<file path="config.mk">
export PLATFORM = sky130hd
export DESIGN_NAME = mem_access_unit
export DESIGN_NICKNAME = d
export VERILOG_FILES = /design/src/rtl/mem_access_unit_pkg.sv /design/src/rtl/mem_access_unit_ready_sync.sv /design/src/rtl/mem_access_unit.sv
export SDC_FILE = /design/constraint.sdc
export NUM_CORES = 1
export LEC_CHECK = 0
export ABC_AREA = 1
export CAP_MARGIN = 20
export CORE_MARGIN = 2
export CORE_UTILIZATION = 52
export CTS_CLUSTER_DIAMETER = 50
export DETAILED_ROUTE_END_ITERATION = 16
export GPL_ROUTABILITY_DRIVEN = 0
export PLACE_DENSITY = 0.8
export SLEW_MARGIN = 20
export SYNTH_ARGS = -nofsm -noshare
export SYNTH_HDL_FRONTEND = slang
export SYNTH_SLANG_ARGS = --single-unit
export TNS_END_PERCENT = 1
</file>
<file path="constraint.sdc">
create_clock -name clkIn -period 2.1 [get_ports clkIn]
set_input_delay 0.525 -clock clkIn [delete_from_list [all_inputs] [get_ports clkIn]]
set_output_delay 0.525 -clock clkIn [all_outputs]
set_load 0.02 [all_outputs]
</file>
<file path="src/rtl/mem_access_unit_pkg.sv">
// ---------------------------------------------------------------------------
// mem_access_unit_pkg
// Shared definitions for the load/store unit: access-size encodings, the
// request record, the control state enum, and the little-endian lane helpers
// used for sub-word loads (extract + extend) and sub-word stores (merge).
// ---------------------------------------------------------------------------
package mem_access_unit_pkg;

   localparam logic [1:0] SIZE_BYTE = 2'b00;
   localparam logic [1:0] SIZE_HALF = 2'b01;
   localparam logic [1:0] SIZE_WORD = 2'b10;

   typedef struct packed {
      logic        write;
      logic [1:0]  size;
      logic        sgn;
      logic [31:0] addr;
      logic [31:0] data;
   } req_t;

   typedef enum logic [2:0] {
      ST_IDLE,
      ST_SETUP,
      ST_TRIGGER,
      ST_WAIT_LO,
      ST_WAIT_HI,
      ST_MERGE,
      ST_RESP
   } state_e;

   // Size 11 is reserved and always faults; halves need an even address,
   // words a 4-byte aligned one.
   function automatic logic is_misaligned(input logic [1:0] size, input logic [1:0] lane);
      logic bad;
      case (size)
         SIZE_BYTE: bad = 1'b0;
         SIZE_HALF: bad = lane[0];
         SIZE_WORD: bad = (lane != 2'b00);
         default:   bad = 1'b1;
      endcase
      return bad;
   endfunction

   // Pull the addressed byte/half out of a RAM word and extend it.
   function automatic logic [31:0] lane_extract(input logic [31:0] word, input logic [1:0] size,
                                                input logic [1:0] lane, input logic sign_ext);
      logic [7:0]  b;
      logic [15:0] h;
      logic [31:0] r;
      case (lane)
         2'd0:    b = word[7:0];
         2'd1:    b = word[15:8];
         2'd2:    b = word[23:16];
         default: b = word[31:24];
      endcase
      h = lane[1] ? word[31:16] : word[15:0];
      case (size)
         SIZE_BYTE: r = {{24{sign_ext & b[7]}}, b};
         SIZE_HALF: r = {{16{sign_ext & h[15]}}, h};
         default:   r = word;
      endcase
      return r;
   endfunction

   // Insert the right-justified store data into the addressed lane of the
   // word read back from RAM; the other lanes are preserved.
   function automatic logic [31:0] lane_merge(input logic [31:0] word, input logic [31:0] data,
                                              input logic [1:0] size, input logic [1:0] lane);
      logic [31:0] r;
      r = word;
      case (size)
         SIZE_BYTE: begin
            case (lane)
               2'd0:    r[7:0]   = data[7:0];
               2'd1:    r[15:8]  = data[7:0];
               2'd2:    r[23:16] = data[7:0];
               default: r[31:24] = data[7:0];
            endcase
         end
         SIZE_HALF: begin
            if (lane[1]) r[31:16] = data[15:0];
            else         r[15:0]  = data[15:0];
         end
         default: r = data;
      endcase
      return r;
   endfunction

endpackage

</file>
<file path="src/rtl/mem_access_unit_ready_sync.sv">
// ---------------------------------------------------------------------------
// mem_access_unit_ready_sync
// STAGES-deep flop chain bringing the RAM's asynchronous ready level into
// the clock domain. Resets to 1, the RAM's idle (ready) level.
//   clk, rst_n : clock, asynchronous active-low reset
//   async_in   : raw ready level from the RAM
//   sync_out   : synchronised ready (STAGES >= 2)
// ---------------------------------------------------------------------------
module mem_access_unit_ready_sync #(
   parameter int STAGES = 2
) (
   input  logic clk,
   input  logic rst_n,
   input  logic async_in,
   output logic sync_out
);

   logic [STAGES-1:0] sync_q;
   logic [STAGES-1:0] sync_d;

   always_comb begin
      sync_d = {sync_q[STAGES-2:0], async_in};
   end

   // NOTE: state flops use non-blocking assignments so every flop samples
   // the pre-edge value of its neighbour, giving a true shift chain.
   always_ff @(posedge clk or negedge rst_n) begin
      if (!rst_n) sync_q <= '1;
      else        sync_q <= sync_d;
   end

   assign sync_out = sync_q[STAGES-1];

endmodule

</file>
<file path="src/rtl/mem_access_unit.sv">
// ---------------------------------------------------------------------------
// mem_access_unit
// Load/store stage in front of a word-wide RAM with a toggle-trigger /
// ready-level handshake. Handles byte/half loads (zero/sign extend) and
// byte/half stores by read-modify-write, one request at a time.
//   clkIn, resetNIn            : clock, asynchronous active-low reset
//   req*  (Valid/Ready/Write/Size/Signed/Addr/Data) : request from execute
//   resp* (Valid/Ready/Data/Fault/Timeout)          : one response per request
//   mem*  (Addr/Data/Rw/Trigger out, Data/Ready in) : RAM interface
// ---------------------------------------------------------------------------
module mem_access_unit
   import mem_access_unit_pkg::*;
#(
   parameter int TIMEOUT_CYCLES = 255,
   parameter int SYNC_STAGES    = 2
) (
   input  logic        clkIn,
   input  logic        resetNIn,
   input  logic        reqValidIn,
   output logic        reqReadyOut,
   input  logic        reqWriteIn,
   input  logic [1:0]  reqSizeIn,
   input  logic        reqSignedIn,
   input  logic [31:0] reqAddrIn,
   input  logic [31:0] reqDataIn,
   output logic        respValidOut,
   input  logic        respReadyIn,
   output logic [31:0] respDataOut,
   output logic        respFaultOut,
   output logic        respTimeoutOut,
   output logic [31:0] memAddrOut,
   output logic [31:0] memDataOut,
   output logic        memRwOut,
   output logic        memTriggerOut,
   input  logic [31:0] memDataIn,
   input  logic        memReadyIn
);

   localparam int                CNT_W    = $clog2(TIMEOUT_CYCLES + 1);
   localparam logic [CNT_W-1:0]  CNT_LAST = CNT_W'(TIMEOUT_CYCLES - 1);

   logic ready_sync;

   mem_access_unit_ready_sync #(.STAGES(SYNC_STAGES)) u_ready_sync (
      .clk      (clkIn),
      .rst_n    (resetNIn),
      .async_in (memReadyIn),
      .sync_out (ready_sync)
   );

   state_e             state_q,        state_d;
   req_t               req_q,          req_d;
   logic               req_ready_q,    req_ready_d;
   logic               write_pass_q,   write_pass_d;
   logic [31:0]        word_q,         word_d;
   logic [CNT_W-1:0]   cnt_q,          cnt_d;
   logic               resp_valid_q,   resp_valid_d;
   logic [31:0]        resp_data_q,    resp_data_d;
   logic               resp_fault_q,   resp_fault_d;
   logic               resp_timeout_q, resp_timeout_d;
   logic [29:0]        mem_addr_q,     mem_addr_d;
   logic [31:0]        mem_data_q,     mem_data_d;
   logic               mem_rw_q,       mem_rw_d;
   logic               mem_trigger_q,  mem_trigger_d;

   logic sub_word_store;
   assign sub_word_store = req_q.write && (req_q.size != SIZE_WORD);

   // NOTE: every signal assigned below gets a hold-value default first, so no
   // path through the case leaves one unassigned and no latch is inferred.
   always_comb begin
      state_d        = state_q;
      req_d          = req_q;
      req_ready_d    = req_ready_q;
      write_pass_d   = write_pass_q;
      word_d         = word_q;
      cnt_d          = cnt_q;
      resp_valid_d   = resp_valid_q;
      resp_data_d    = resp_data_q;
      resp_fault_d   = resp_fault_q;
      resp_timeout_d = resp_timeout_q;
      mem_addr_d     = mem_addr_q;
      mem_data_d     = mem_data_q;
      mem_rw_d       = mem_rw_q;
      mem_trigger_d  = mem_trigger_q;

      case (state_q)
         ST_IDLE: begin
            if (reqValidIn && req_ready_q) begin
               req_d          = '{write: reqWriteIn, size: reqSizeIn, sgn: reqSignedIn,
                                  addr: reqAddrIn, data: reqDataIn};
               req_ready_d    = 1'b0;
               write_pass_d   = 1'b0;
               resp_data_d    = '0;
               resp_timeout_d = 1'b0;
               if (is_misaligned(reqSizeIn, reqAddrIn[1:0])) begin
                  // Fault skips the RAM entirely.
                  resp_fault_d = 1'b1;
                  resp_valid_d = 1'b1;
                  state_d      = ST_RESP;
               end else begin
                  resp_fault_d = 1'b0;
                  state_d      = ST_SETUP;
               end
            end
         end
         ST_SETUP: begin
            // Address/data/rw settle a full cycle before the trigger edge.
            // On the write pass of a sub-word store, MERGE already set data/rw.
            mem_addr_d = req_q.addr[31:2];
            if (!write_pass_q) begin
               mem_data_d = req_q.data;
               mem_rw_d   = req_q.write && (req_q.size == SIZE_WORD);
            end
            state_d = ST_TRIGGER;
         end
         ST_TRIGGER: begin
            mem_trigger_d = ~mem_trigger_q;
            cnt_d         = '0;
            state_d       = ST_WAIT_LO;
         end
         ST_WAIT_LO, ST_WAIT_HI: begin
            if (ready_sync == (state_q == ST_WAIT_HI)) begin
               cnt_d = '0;
               if (state_q == ST_WAIT_LO) begin
                  state_d = ST_WAIT_HI;
               end else if (!req_q.write) begin
                  resp_data_d  = lane_extract(memDataIn, req_q.size, req_q.addr[1:0], req_q.sgn);
                  resp_valid_d = 1'b1;
                  state_d      = ST_RESP;
               end else if (sub_word_store && !write_pass_q) begin
                  word_d  = memDataIn;
                  state_d = ST_MERGE;
               end else begin
                  resp_valid_d = 1'b1;
                  state_d      = ST_RESP;
               end
            end else if (cnt_q == CNT_LAST) begin
               // Abort without re-toggling: the trigger keeps its parity so it
               // still matches the RAM once the RAM finishes on its own.
               resp_timeout_d = 1'b1;
               resp_data_d    = '0;
               resp_valid_d   = 1'b1;
               state_d        = ST_RESP;
            end else begin
               cnt_d = cnt_q + CNT_W'(1);
            end
         end
         ST_MERGE: begin
            mem_data_d   = lane_merge(word_q, req_q.data, req_q.size, req_q.addr[1:0]);
            mem_rw_d     = 1'b1;
            write_pass_d = 1'b1;
            state_d      = ST_SETUP;
         end
         ST_RESP: begin
            if (respReadyIn) begin
               resp_valid_d = 1'b0;
               req_ready_d  = 1'b1;
               state_d      = ST_IDLE;
            end
         end
         default: state_d = ST_IDLE;
      endcase
   end

   always_ff @(posedge clkIn or negedge resetNIn) begin
      if (!resetNIn) begin
         state_q        <= ST_IDLE;
         req_q          <= '0;
         req_ready_q    <= 1'b1;
         write_pass_q   <= 1'b0;
         word_q         <= '0;
         cnt_q          <= '0;
         resp_valid_q   <= 1'b0;
         resp_data_q    <= '0;
         resp_fault_q   <= 1'b0;
         resp_timeout_q <= 1'b0;
         mem_addr_q     <= '0;
         mem_data_q     <= '0;
         mem_rw_q       <= 1'b0;
         mem_trigger_q  <= 1'b0;
      end else begin
         state_q        <= state_d;
         req_q          <= req_d;
         req_ready_q    <= req_ready_d;
         write_pass_q   <= write_pass_d;
         word_q         <= word_d;
         cnt_q          <= cnt_d;
         resp_valid_q   <= resp_valid_d;
         resp_data_q    <= resp_data_d;
         resp_fault_q   <= resp_fault_d;
         resp_timeout_q <= resp_timeout_d;
         mem_addr_q     <= mem_addr_d;
         mem_data_q     <= mem_data_d;
         mem_rw_q       <= mem_rw_d;
         mem_trigger_q  <= mem_trigger_d;
      end
   end

   assign reqReadyOut    = req_ready_q;
   assign respValidOut   = resp_valid_q;
   assign respDataOut    = resp_data_q;
   assign respFaultOut   = resp_fault_q;
   assign respTimeoutOut = resp_timeout_q;
   assign memAddrOut     = {2'b00, mem_addr_q};
   assign memDataOut     = mem_data_q;
   assign memRwOut       = mem_rw_q;
   assign memTriggerOut  = mem_trigger_q;

endmodule

</file>
==> reports/metrics.csv <==
metric,value,unit
start_util,53.3,%
layout-drive-gt1-share,7.87,%
grt_use_total,28.8,%
clk_latency,0.51,ns
numCtsBuffers,24,
cp-startpoint,mem_addr_q[1],
wl,30.6,mm
synth-seq-area-share,51.5,%
rsz0062_at_grt,no,
synth-edff-count,0,
cpPeakStageDelay,0.66,ns
synth-warning-count,0,
antenna_found_initial,0,
finalSetupViolCount,0,
first_pass_iters,5,
viasPerCell,5.46,
skew,0.0144,ns
synth-main-ff-cell,dfrtp_1,
h-tree-depth,1,
hp-start,u_ready_sync.sync_q[0],
crit_chain,clkdlybuf4s50_1,
hold_path.class,register to register,
finalMaxSlewViolations,0,
critPathKind,register to primary output,
synth_cell_types,35,
netlist_area,10400,um2
worst_pin_slew,0.571,ns
grt_max_degree,60,
root_buffer,clkbuf_16,
critPathMaxFanout,2,
die_x,145,um
cts_buffer_depth,3,
grt_pass1_wl,50.0,mm
slew_headroom,61.9,%
grt-ovfl-total,0,
fin_crit_sh,97.5,%
synth_area_per_cell,7.76,um2
vias,9920,
num_rows,51,
peakVddDrop,0.845,mV
status,completed,
dieArea,21100,um2
antenna_cells,0,
num-fill-cells,1543,
critPathSlowestCell,clkdlybuf4s50_1,
portBuffers,204,
maxCapViolCount,0,
drc,0,
grt_pass1_vias,9712,
nets,1640,
critPathArrivalTime,1.52,ns
fmax,0.488,GHz
ios,207,
post-route-util,70.0,%
cts.clk_slew.worst_paths,0.06,ns
total_leakage_power,6.57,nW
crit_path_end_kind,primary output,
syn_to_final_growth,31.4,%
period_needed,2.05,ns
core,19500,um2
p_per_area,1590,nW/um2
wl_per_cell,16.9,um
tns,0,ns
hold_violations,0,
detailed_place_hpwl,21.6,mm
ys_ff_latch,214,
rr_startpoint,state_q[0],
syn_inst,1341,
cp.required,1.57,ns
cts_num_sinks,214,
chipHeight,145,um
crit_buf_inv,1,
critPathTopFamily,buffers and inverters,
start_kind,register,
drtAntennaViolNets,0,
synthArstFlopShare,100,%
layout_commonest_cell,nand2_1,
tritoncts,built,
layout_common_cells,"nand2_1 (483), dfrtp_1 (210), clkdlybuf4s50_1 (200)",
drtIter0Drc,991,
-- metal layers --
metal / track usage [%] / up-vias / part of all wire (%)
met1: 37.9 / 4678 / 39
li1: - / 4676 / -
met3: 7.62 / 85 / 10
met5: 0 / - / 0
met4: 10.6 / 0 / 3.6
met2: 46.3 / 481 / 47
-- cells by family after synthesis --
kind of cell	count (synthesis)	share of synthesized area (%)
compound gates	283	14.2
xor+xnor	4	0.337
fa+ha+maj	2	0.241
buf+inv	173	6.71
flops	214	51.5
mux	23	2.45
other cells	1	0.0361
simple gates	641	24.5
-- layout make-up --
type,instances,area (um2),share of cell area [%]
repair buffers,240,2450,17.9
clock buffers,38,734,5.37
well taps,265,332,2.43
inverters,98,368,2.69
multi-input cells,955,4360,31.9
flip-flops and latches,214,5360,39.2
clock inverters,6,65.1,0.476
-- per-stage QoR --
| stage | power (mW) | hold WS [ns] | instances | setup WS [ns] | area [um2] |
|---|---|---|---|---|---|
| 6_report | 21.7 | 0.359 | 1816 | 0.0524 | 13700 |
| 5_1_grt | 23.2 | 0.371 | 1816 | 0.000781 | 13700 |
| 4_1_cts | 21.7 | 0.364 | 1816 | 0.0276 | 13700 |
| 3_5_place_dp | 17.4 | 0.351 | 1771 | 0.0347 | 12800 |
| 3_3_place_gp | 17.1 | 0.346 | 1771 | 0.0804 | 12800 |
| 2_1_floorplan | 13.4 | 0.229 | 1342 | 0.547 | 10400 |
-- what timing repair did --
| action | 4_1_cts | 5_1_grt |
|---|---|---|
| buffers inserted | 0 | 0 |
| cloned | 0 | 0 |
| endpoints found under the setup margin | 1 | 27 |
| hold endpoints to repair | 41 | 0 |
| hold buffers | 1 | 0 |
| gates resized for setup | 1 | 3 |
-- where the power goes --
group	switching, mW	total (mW)	internal [mW]
Clock	1.67	4.19	2.53
Combinational	6.16	10.3	4.09
Sequential	1.31	7.30	5.99
Total	9.14	21.7	12.6
-- registers in the layout, indices dropped and copies added (netlist names) --
name                 count
respValidOut             1
memDataOut              32
respTimeoutOut           1
reqReadyOut              1
respFaultOut             1
state_q                  3
word_q                  32
write_pass_q             1
memRwOut                 1
cnt_q                    8
mem_addr_q              30
u_ready_sync.sync_q      2
req_q                   68
respDataOut             32
memTriggerOut            1
-- synth_stat cells, types with 2 or more instances --
cell type	count	area [um2]
nand2_1	483	1810
ha_1	2	25.0
o21ai_0	125	626
nand4_1	3	18.8
buf_1	7	26.3
nor2_1	92	345
dfrtp_1	211	5280
or2_2	6	37.5
a21oi_1	128	641
inv_1	92	345
mux2i_1	3	30.0
dfstp_2	3	78.8
nand3_1	32	160
clkbuf_1	39	146
buf_2	23	115
buf_4	5	37.5
xor2_1	3	26.3
nor2_2	6	37.5
nor2_4	2	22.5
nor3_1	10	50.1
mux2_2	20	225
o21ai_1	4	20.0
o211ai_1	23	173
nand3_2	4	40.0
inv_2	5	18.8
-- worst paths after layout --
| check | to | slack [ns] | depth (start not counted) |
|---|---|---|---|
| min | u_ready_sync.sync_q[1] | 0.36 | 0 |
| max | memAddrOut[1] | 0.05 | 1 |
| min in group asynchronous | req_q[20] | 0.52 | 2 |
| max in group asynchronous | reqReadyOut | 0.93 | 3 |
| max reg2reg | memDataOut[23] | 0.20 | 8 |
| min reg2reg | u_ready_sync.sync_q[1] | 0.36 | 0 |
(Power assumes the default switching activity.)
